[src/rtl/het_sweep_pkg.sv]
// Shared types and constants for the heterodyne sweep controller.
//   state_e     : controller FSM states.
//   hop_entry_t : one hop-table entry {code, dwell, mask}. Fields are sized to the widest
//                 supported configuration; the controller uses only the low bits it needs.
//   FetchLat    : cycles from FETCH entry to table data being valid.
//   ApplyLat    : cycles spent in APPLY before the dwell begins.
package het_sweep_pkg;

  localparam int unsigned FetchLat = 1;
  localparam int unsigned ApplyLat = 1;

  localparam int unsigned CodeWMax  = 64;
  localparam int unsigned DwellWMax = 32;
  localparam int unsigned MaskWMax  = 32;

  typedef enum logic [1:0] {
    StIdle  = 2'd0,
    StFetch = 2'd1,
    StApply = 2'd2,
    StDwell = 2'd3
  } state_e;

  typedef struct packed {
    logic [CodeWMax-1:0]  code;
    logic [DwellWMax-1:0] dwell;
    logic [MaskWMax-1:0]  mask;
  } hop_entry_t;

endpackage

[src/rtl/het_sweep_tbl.sv]
// Hop table: simple dual-port RAM, one write port and one registered read port.
// Contents are not reset. A same-cycle write and read of one address returns the old data.
//   clk_i   : clock
//   we_i    : write strobe; waddr_i/wdata_i : write address/data
//   re_i    : read enable;  raddr_i         : read address
//   rdata_o : read data, valid the cycle after re_i
module het_sweep_tbl #(
  parameter int unsigned DEPTH = 16,
  parameter int unsigned AW    = 4,
  parameter int unsigned WIDTH = 50
) (
  input  logic             clk_i,
  input  logic             we_i,
  input  logic [AW-1:0]    waddr_i,
  input  logic [WIDTH-1:0] wdata_i,
  input  logic             re_i,
  input  logic [AW-1:0]    raddr_i,
  output logic [WIDTH-1:0] rdata_o
);

  logic [WIDTH-1:0] mem_q [DEPTH];
  logic [WIDTH-1:0] rdata_q;

  always_ff @(posedge clk_i) begin
    if (we_i) begin
      mem_q[waddr_i] <= wdata_i;
    end
    if (re_i) begin
      rdata_q <= mem_q[raddr_i];
    end
  end

  assign rdata_o = rdata_q;

endmodule

[src/rtl/het_sweep_ctrl.sv]
// Heterodyne sweep controller: steps through a hop table, loading the NCO code of each entry
// into the masked channels, holding it for the entry's dwell count, then moving on.
// Optional feature macro: HET_SWEEP_TRIG_EN adds input trig_i, OR-ed with start_i.
//   clk_i, reset_i        : clock, asynchronous active-high reset
//   tbl_we_i .. tbl_mask_i: hop-table write port (accepted in any state)
//   num_entries_i, loop_i : sweep length (clamped to DEPTH) and wrap mode, sampled on start
//   start_i, stop_i       : one-cycle start / abort requests (stop wins)
//   code_o                : per-channel NCO code, channel k at [k*CODE_WIDTH +: CODE_WIDTH]
//   code_upd_o            : per-channel update pulse, high in the APPLY cycle
//   busy_o, done_o        : not idle / normal completion pulse
//   hop_idx_o             : index of the entry currently applied
module het_sweep_ctrl
  import het_sweep_pkg::*;
#(
  parameter int unsigned NCH         = 2,
  parameter int unsigned CODE_WIDTH  = 32,
  parameter int unsigned DWELL_WIDTH = 16,
  parameter int unsigned DEPTH       = 16,
  localparam int unsigned AW         = $clog2(DEPTH)
) (
  input  logic                      clk_i,
  input  logic                      reset_i,
  input  logic                      tbl_we_i,
  input  logic [AW-1:0]             tbl_addr_i,
  input  logic [CODE_WIDTH-1:0]     tbl_code_i,
  input  logic [DWELL_WIDTH-1:0]    tbl_dwell_i,
  input  logic [NCH-1:0]            tbl_mask_i,
  input  logic [AW:0]               num_entries_i,
  input  logic                      loop_i,
  input  logic                      start_i,
  input  logic                      stop_i,
`ifdef HET_SWEEP_TRIG_EN
  input  logic                      trig_i,
`endif
  output logic [NCH*CODE_WIDTH-1:0] code_o,
  output logic [NCH-1:0]            code_upd_o,
  output logic                      busy_o,
  output logic                      done_o,
  output logic [AW-1:0]             hop_idx_o
);

  localparam int unsigned EntryW = CODE_WIDTH + DWELL_WIDTH + NCH;
  localparam logic [AW:0] NumMax = (AW+1)'(DEPTH);

  state_e                    state_q, state_d;
  logic [AW-1:0]             idx_q, idx_d;
  logic [AW-1:0]             last_q, last_d;
  logic                      loop_q, loop_d;
  logic                      fin_q, fin_d;   // last entry done; next APPLY slot pulses done
  logic [DWELL_WIDTH-1:0]    cnt_q, cnt_d;
  logic [NCH*CODE_WIDTH-1:0] code_q, code_d;
  logic [AW-1:0]             hop_idx_q, hop_idx_d;

  logic              start_req, start_ok;
  logic [AW:0]       num_clamped;
  logic [EntryW-1:0] rd_data;
  hop_entry_t        rd_entry;
  logic              unused_rd_entry;

`ifdef HET_SWEEP_TRIG_EN
  assign start_req = start_i | trig_i;
`else
  assign start_req = start_i;
`endif

  assign start_ok    = start_req && !stop_i && (num_entries_i != '0);
  assign num_clamped = (num_entries_i > NumMax) ? NumMax : num_entries_i;

  het_sweep_tbl #(
    .DEPTH(DEPTH),
    .AW   (AW),
    .WIDTH(EntryW)
  ) u_tbl (
    .clk_i  (clk_i),
    .we_i   (tbl_we_i),
    .waddr_i(tbl_addr_i),
    .wdata_i({tbl_code_i, tbl_dwell_i, tbl_mask_i}),
    .re_i   (state_q == StFetch),
    .raddr_i(idx_q),
    .rdata_o(rd_data)
  );

  always_comb begin
    rd_entry                        = '0;
    rd_entry.code[CODE_WIDTH-1:0]   = rd_data[EntryW-1 -: CODE_WIDTH];
    rd_entry.dwell[DWELL_WIDTH-1:0] = rd_data[NCH +: DWELL_WIDTH];
    rd_entry.mask[NCH-1:0]          = rd_data[NCH-1:0];
  end

  assign unused_rd_entry = ^rd_entry;

  // State register
  always_ff @(posedge clk_i or posedge reset_i) begin
    if (reset_i) begin
      state_q <= StIdle;
    end else begin
      state_q <= state_d;
    end
  end

  // Next-state logic
  always_comb begin
    state_d = state_q;
    unique case (state_q)
      StIdle:  if (start_ok) state_d = StFetch;
      StFetch: state_d = stop_i ? StIdle : StApply;
      StApply: state_d = (stop_i || fin_q) ? StIdle : StDwell;
      StDwell: begin
        if (stop_i) begin
          state_d = StIdle;
        end else if (cnt_q == '0) begin
          state_d = StFetch;
        end
      end
      default: state_d = StIdle;
    endcase
  end

  // Datapath next-state
  always_comb begin
    idx_d     = idx_q;
    last_d    = last_q;
    loop_d    = loop_q;
    fin_d     = fin_q;
    cnt_d     = cnt_q;
    code_d    = code_q;
    hop_idx_d = hop_idx_q;
    unique case (state_q)
      StIdle: begin
        if (start_ok) begin
          idx_d  = '0;
          last_d = AW'(num_clamped - (AW+1)'(1));
          loop_d = loop_i;
          fin_d  = 1'b0;
        end
      end
      StApply: begin
        if (!stop_i && !fin_q) begin
          for (int unsigned k = 0; k < NCH; k++) begin
            if (rd_entry.mask[k]) begin
              code_d[k*CODE_WIDTH +: CODE_WIDTH] = rd_entry.code[CODE_WIDTH-1:0];
            end
          end
          hop_idx_d = idx_q;
          cnt_d     = rd_entry.dwell[DWELL_WIDTH-1:0];
        end
      end
      StDwell: begin
        if (!stop_i) begin
          if (cnt_q != '0) begin
            cnt_d = cnt_q - DWELL_WIDTH'(1);
          end else if (idx_q != last_q) begin
            idx_d = idx_q + AW'(1);
          end else if (loop_q) begin
            idx_d = '0;
          end else begin
            // Run one more FETCH/APPLY slot so done lands on the regular hop cadence.
            fin_d = 1'b1;
          end
        end
      end
      default: ;
    endcase
  end

  always_ff @(posedge clk_i or posedge reset_i) begin
    if (reset_i) begin
      idx_q     <= '0;
      last_q    <= '0;
      loop_q    <= 1'b0;
      fin_q     <= 1'b0;
      cnt_q     <= '0;
      code_q    <= '0;
      hop_idx_q <= '0;
    end else begin
      idx_q     <= idx_d;
      last_q    <= last_d;
      loop_q    <= loop_d;
      fin_q     <= fin_d;
      cnt_q     <= cnt_d;
      code_q    <= code_d;
      hop_idx_q <= hop_idx_d;
    end
  end

  // Outputs; a stop in the APPLY cycle suppresses both the update and done.
  always_comb begin
    busy_o     = (state_q != StIdle);
    code_upd_o = '0;
    done_o     = 1'b0;
    if (state_q == StApply && !stop_i) begin
      if (fin_q) begin
        done_o = 1'b1;
      end else begin
        code_upd_o = rd_entry.mask[NCH-1:0];
      end
    end
  end

  assign code_o    = code_q;
  assign hop_idx_o = hop_idx_q;

endmodule

[config.mk]
export PLATFORM = sky130hd
export DESIGN_NAME = het_sweep_ctrl
export DESIGN_NICKNAME = d
export VERILOG_FILES = /design/src/rtl/het_sweep_pkg.sv /design/src/rtl/het_sweep_tbl.sv /design/src/rtl/het_sweep_ctrl.sv
export SDC_FILE = /design/constraint.sdc
export NUM_CORES = 1
export LEC_CHECK = 0
export BUFFER_PORTS_ARGS = -buffer_cell sky130_fd_sc_hd__buf_2
export CELL_PAD_IN_SITES_DETAIL_PLACEMENT = 1
export CELL_PAD_IN_SITES_GLOBAL_PLACEMENT = 1
export CORE_ASPECT_RATIO = 1.75
export CORE_MARGIN = 5
export CORE_UTILIZATION = 49
export DETAILED_ROUTE_END_ITERATION = 7
export PLACE_DENSITY_LB_ADDON = 0.1
export SLEW_MARGIN = 20
export SYNTH_ARGS = -nofsm -noshare
export SYNTH_HDL_FRONTEND = slang
export SYNTH_SLANG_ARGS = --single-unit
[constraint.sdc]
create_clock -name clk_i -period 2.85 [get_ports clk_i]
set_input_delay 0.285 -clock clk_i [delete_from_list [all_inputs] [get_ports clk_i]]
set_output_delay 0.285 -clock clk_i [all_outputs]
set_load 0.005 [all_outputs]
==> results_dict.tcl <==
set metrics [dict create \
    period_minus_slack_ns 2.61 \
    synth_top_family_by_area "multiplexers" \
    route.detailed.drc 0 \
    dominant_cell_type_by_count_on_the_critical_path "sky130_fd_sc_hd__buf_4" \
    total_power_mw 29.3 \
    worst_slew_pin_slew_ns 0.848 \
    synth_seq_area_share 0.780 \
    worst_slack_setup_final_ns 0.243 \
    post-dp-hpwl_um 47900 \
    core_area_um2 72800 \
    synthArstFlopShare 0.101 \
    maximum_number_of_pins_on_one_net_before_global_route_repair 80 \
    die_height_um 368 \
    syn_to_final_growth_pct 16.6 \
    fp-row-count 131 \
    grt_first_pass_wirelength_um 125000 \
    syn_inst 1527 \
    final_min_period_over_clock_period 0.915 \
    nets 1878 \
    clock_sinks 946 \
    yosys.area_share.simple 0.0155 \
    fillers 6149 \
    clockBufferDepth 3 \
    place.gp.congestion 0.747 \
    synth_mux_area_frac 0.179 \
    finalSetupViolations 0 \
    postPlaceCellArea_um2 38700 \
    grtUsageTotal 0.213 \
    critical_path_buf_inv_count 4 \
    synth.ff_latch_count 946 \
    die_width_um 214 \
    critPathRequiredTime_ns 2.57 \
    synth_cell_type_count 51 \
    setup_repair_after_global_routing_missed_its_margin "no" \
    run_status "finished, final reports clean" \
    die_area_um2 78800 \
    tritoncts "yes" \
    cts_htree_levels 3 \
    worstSetupStartpointType "flip-flop" \
    postLayoutCellArea_um2 41800 \
    crit_fanout 15 \
    port_buffers 136 \
    ios 137 \
    synth_xor_area_frac 0.00147 \
    power.leakage_nw 13.5 \
    tritoncts.num_buffers 84 \
    fin_worst_hold_slack_ns 0.0379 \
    cp_top_family "buffers and inverters" \
    cts-root-buf "sky130_fd_sc_hd__clkbuf_16" \
    max_cap_viol_count 0 \
    power.density_nw_per_um2 702 \
    syn_avg_cell_area_um2 23.5 \
    share_of_layout_cells_above_drive_strength_1 0.374 \
    crit_type "reg -> out" \
    route.antenna.remaining_nets 0 \
    syn-num-nets 1595 \
    route.final.wire_length_um 82900 \
    cp_cell_sequence "nand2b_1 -> nor3_2 -> buf_4 -> nand2_4 -> buf_4 -> inv_1 -> buf_2" \
    timing_max_transition_violations_final 0 \
    drt-pass1-iter-count 5 \
    vdd.ir_drop.worst_mv 0.435 \
    synth-adder-area-share 0.00105 \
    seq_area_um2 27900 \
    path_clk_slew_ns 0.07 \
    area_taken_by_multi_input_logic_gates_um2 7650 \
    hold_viol 0 \
    pre_cts_slack_ns 0.459 \
    yosys.area.top_type_share 0.713 \
    critPathMaxStageDelay_ns 0.52 \
    slew_margin_rel 0.435 \
    routed-via-count 16600 \
    synth-edff-count 850 \
    ys.flop_type "sky130_fd_sc_hd__edfxtp_1" \
    skew_ns 0.0250 \
    synth.largest_area_cell "sky130_fd_sc_hd__edfxtp_1" \
    synth_compound_gate_area_share 0.0117 \
    dr.first_iter.drc_count 1297 \
    vias_per_cell 5.92 \
    grt.overflow.total 0 \
    final_core_utilization 0.574 \
    clk_latency_ns 0.65 \
    synth_area_leaders "sky130_fd_sc_hd__edfxtp_1, sky130_fd_sc_hd__mux4_2, sky130_fd_sc_hd__dfrtp_1" \
    number_of_antenna_violations_at_the_first_check_in_global_routing 5 \
    fmax_mhz 384 \
    post_synth_instance_area_um2 35800 \
    synth.yosys.warnings 0 \
    hp_class "in -> reg" \
    worst-endpoint-arrival_ns 2.32 \
    start_util 0.492 \
    routed_wire_length_per_instance_um 29.5 \
    post-cts-setup-buffers 0 \
    slowest_stage "sky130_fd_sc_hd__dfrtp_1" \
    cp-end-kind "primary output" \
    grt_pass1_vias 18400 \
]
[cell usage after synthesis (all sizes together) (3+ instances only)]
master / n
a21oi: 18
a31oi: 6
buf: 49
clkbuf: 25
dfrtp: 96
edfxtp: 850
ha: 3
inv: 10
mux2: 69
mux4: 250
nand2: 12
nand2b: 5
nand3: 8
nand4: 3
nor2: 42
nor2b: 4
nor3: 13
nor4: 6
o21ai: 10
o22a: 8
o2bb2ai: 3
o31a: 3
xnor2: 6
[cells in the final DEF (no fill, tap or decap), types with 4 or more instances in the layout]
cell	instances
sky130_fd_sc_hd__a21oi_1	18
sky130_fd_sc_hd__a31oi_1	6
sky130_fd_sc_hd__buf_12	44
sky130_fd_sc_hd__buf_2	136
sky130_fd_sc_hd__buf_4	45
sky130_fd_sc_hd__clkbuf_1	19
sky130_fd_sc_hd__clkbuf_16	85
sky130_fd_sc_hd__clkbuf_8	6
sky130_fd_sc_hd__clkinv_1	12
sky130_fd_sc_hd__clkinv_2	21
sky130_fd_sc_hd__dfrtp_1	92
sky130_fd_sc_hd__dfrtp_4	4
sky130_fd_sc_hd__dlygate4sd3_1	46
sky130_fd_sc_hd__edfxtp_1	850
sky130_fd_sc_hd__inv_1	9
sky130_fd_sc_hd__mux2_2	69
sky130_fd_sc_hd__mux4_2	250
sky130_fd_sc_hd__nand2_1	10
sky130_fd_sc_hd__nand2b_1	5
sky130_fd_sc_hd__nand3_1	7
sky130_fd_sc_hd__nor2_1	30
sky130_fd_sc_hd__nor2_4	12
sky130_fd_sc_hd__nor3_1	8
sky130_fd_sc_hd__nor3_4	4
sky130_fd_sc_hd__nor4_1	5
sky130_fd_sc_hd__o21ai_0	10
sky130_fd_sc_hd__o22a_1	8
sky130_fd_sc_hd__xnor2_1	6
[stage by stage]
stage | TNS, ns | instances
2_1_floorplan | -97.56 | 1527
3_3_place_gp | 0 | 2609
3_5_place_dp | 0 | 2609
4_1_cts | 0 | 2809
5_1_grt | 0 | 2812
6_report | 0 | 2812
[final cells by class]
type,count,share of cell area
diodes,3,0.000180
multi-input cells,497,0.183
clock buffers,110,0.0546
flip-flops and latches,946,0.669
repair buffers,271,0.0565
well taps,931,0.0279
clock inverters,44,0.00776
inverters,10,0.000959
[worst reg2reg max path, cell delays in order (launching register included)]
cell and delay, ns:
sky130_fd_sc_hd__dfrtp_4 0.57, sky130_fd_sc_hd__buf_12 0.26, sky130_fd_sc_hd__buf_4 0.27, sky130_fd_sc_hd__mux4_2 0.53, sky130_fd_sc_hd__mux4_2 0.48
[flip-flops by register name (all words and copies together), names as in the netlist]
register,cells
idx_q,4
u_tbl.mem_q,800
state_q,2
loop_q,1
last_q,4
hop_idx_o,4
u_tbl.rdata_o,50
cnt_q,16
fin_q,1
code_o,64
[worst paths after layout]
| kind | cells after the start | slack (ns) | startpoint | endpoint |
|---|---|---|---|---|
| setup / recovery | 7 | 0.24 | state_q[1] | code_upd_o[1] |
| hold / removal | 1 | 0.04 | tbl_dwell_i[1] | u_tbl.mem_q[15][3] |
| setup reg to reg | 4 | 0.49 | idx_q[0] | u_tbl.rdata_o[39] |
| hold reg to reg | 1 | 0.50 | code_o[45] | code_o[45] |
| max in group asynchronous | 4 | 1.63 | reset_i | idx_q[1] |
| min in group asynchronous | 3 | 0.36 | reset_i | code_o[20] |
[cell families after synthesis]
group,Yosys count
flip-flops,946
AO/OA/AOI/OAI,62
AND/OR/NAND/NOR,105
multiplexers,321
buffers and inverters,84
XOR/XNOR,6
adder cells (fa/ha/maj),3
[power breakdown]
group / total, mW / switching [mW] / internal [mW]
Clock: 10.9 / 4.96 / 5.94
Sequential: 16.4 / 0.453 / 16.0
Combinational: 1.97 / 0.983 / 0.991
[metal layers]
layer / vias to the layer above / routed length (um) / global-route usage
li1: 7021 / - / -
met1: 9087 / 32900 / 0.278
met2: 414 / 44800 / 0.381
met3: 115 / 3340 / 0.0297
met4: 4 / 1780 / 0.0560
met5: - / 32 / 0
[repair_timing]
item                                    CTS  global route
hold buffers                             46             0
endpoints found under the setup margin    1             0
gates resized for setup                   1             0
endpoints found under the hold margin   623             0
Note: power is estimated with default switching activity, not from simulation.
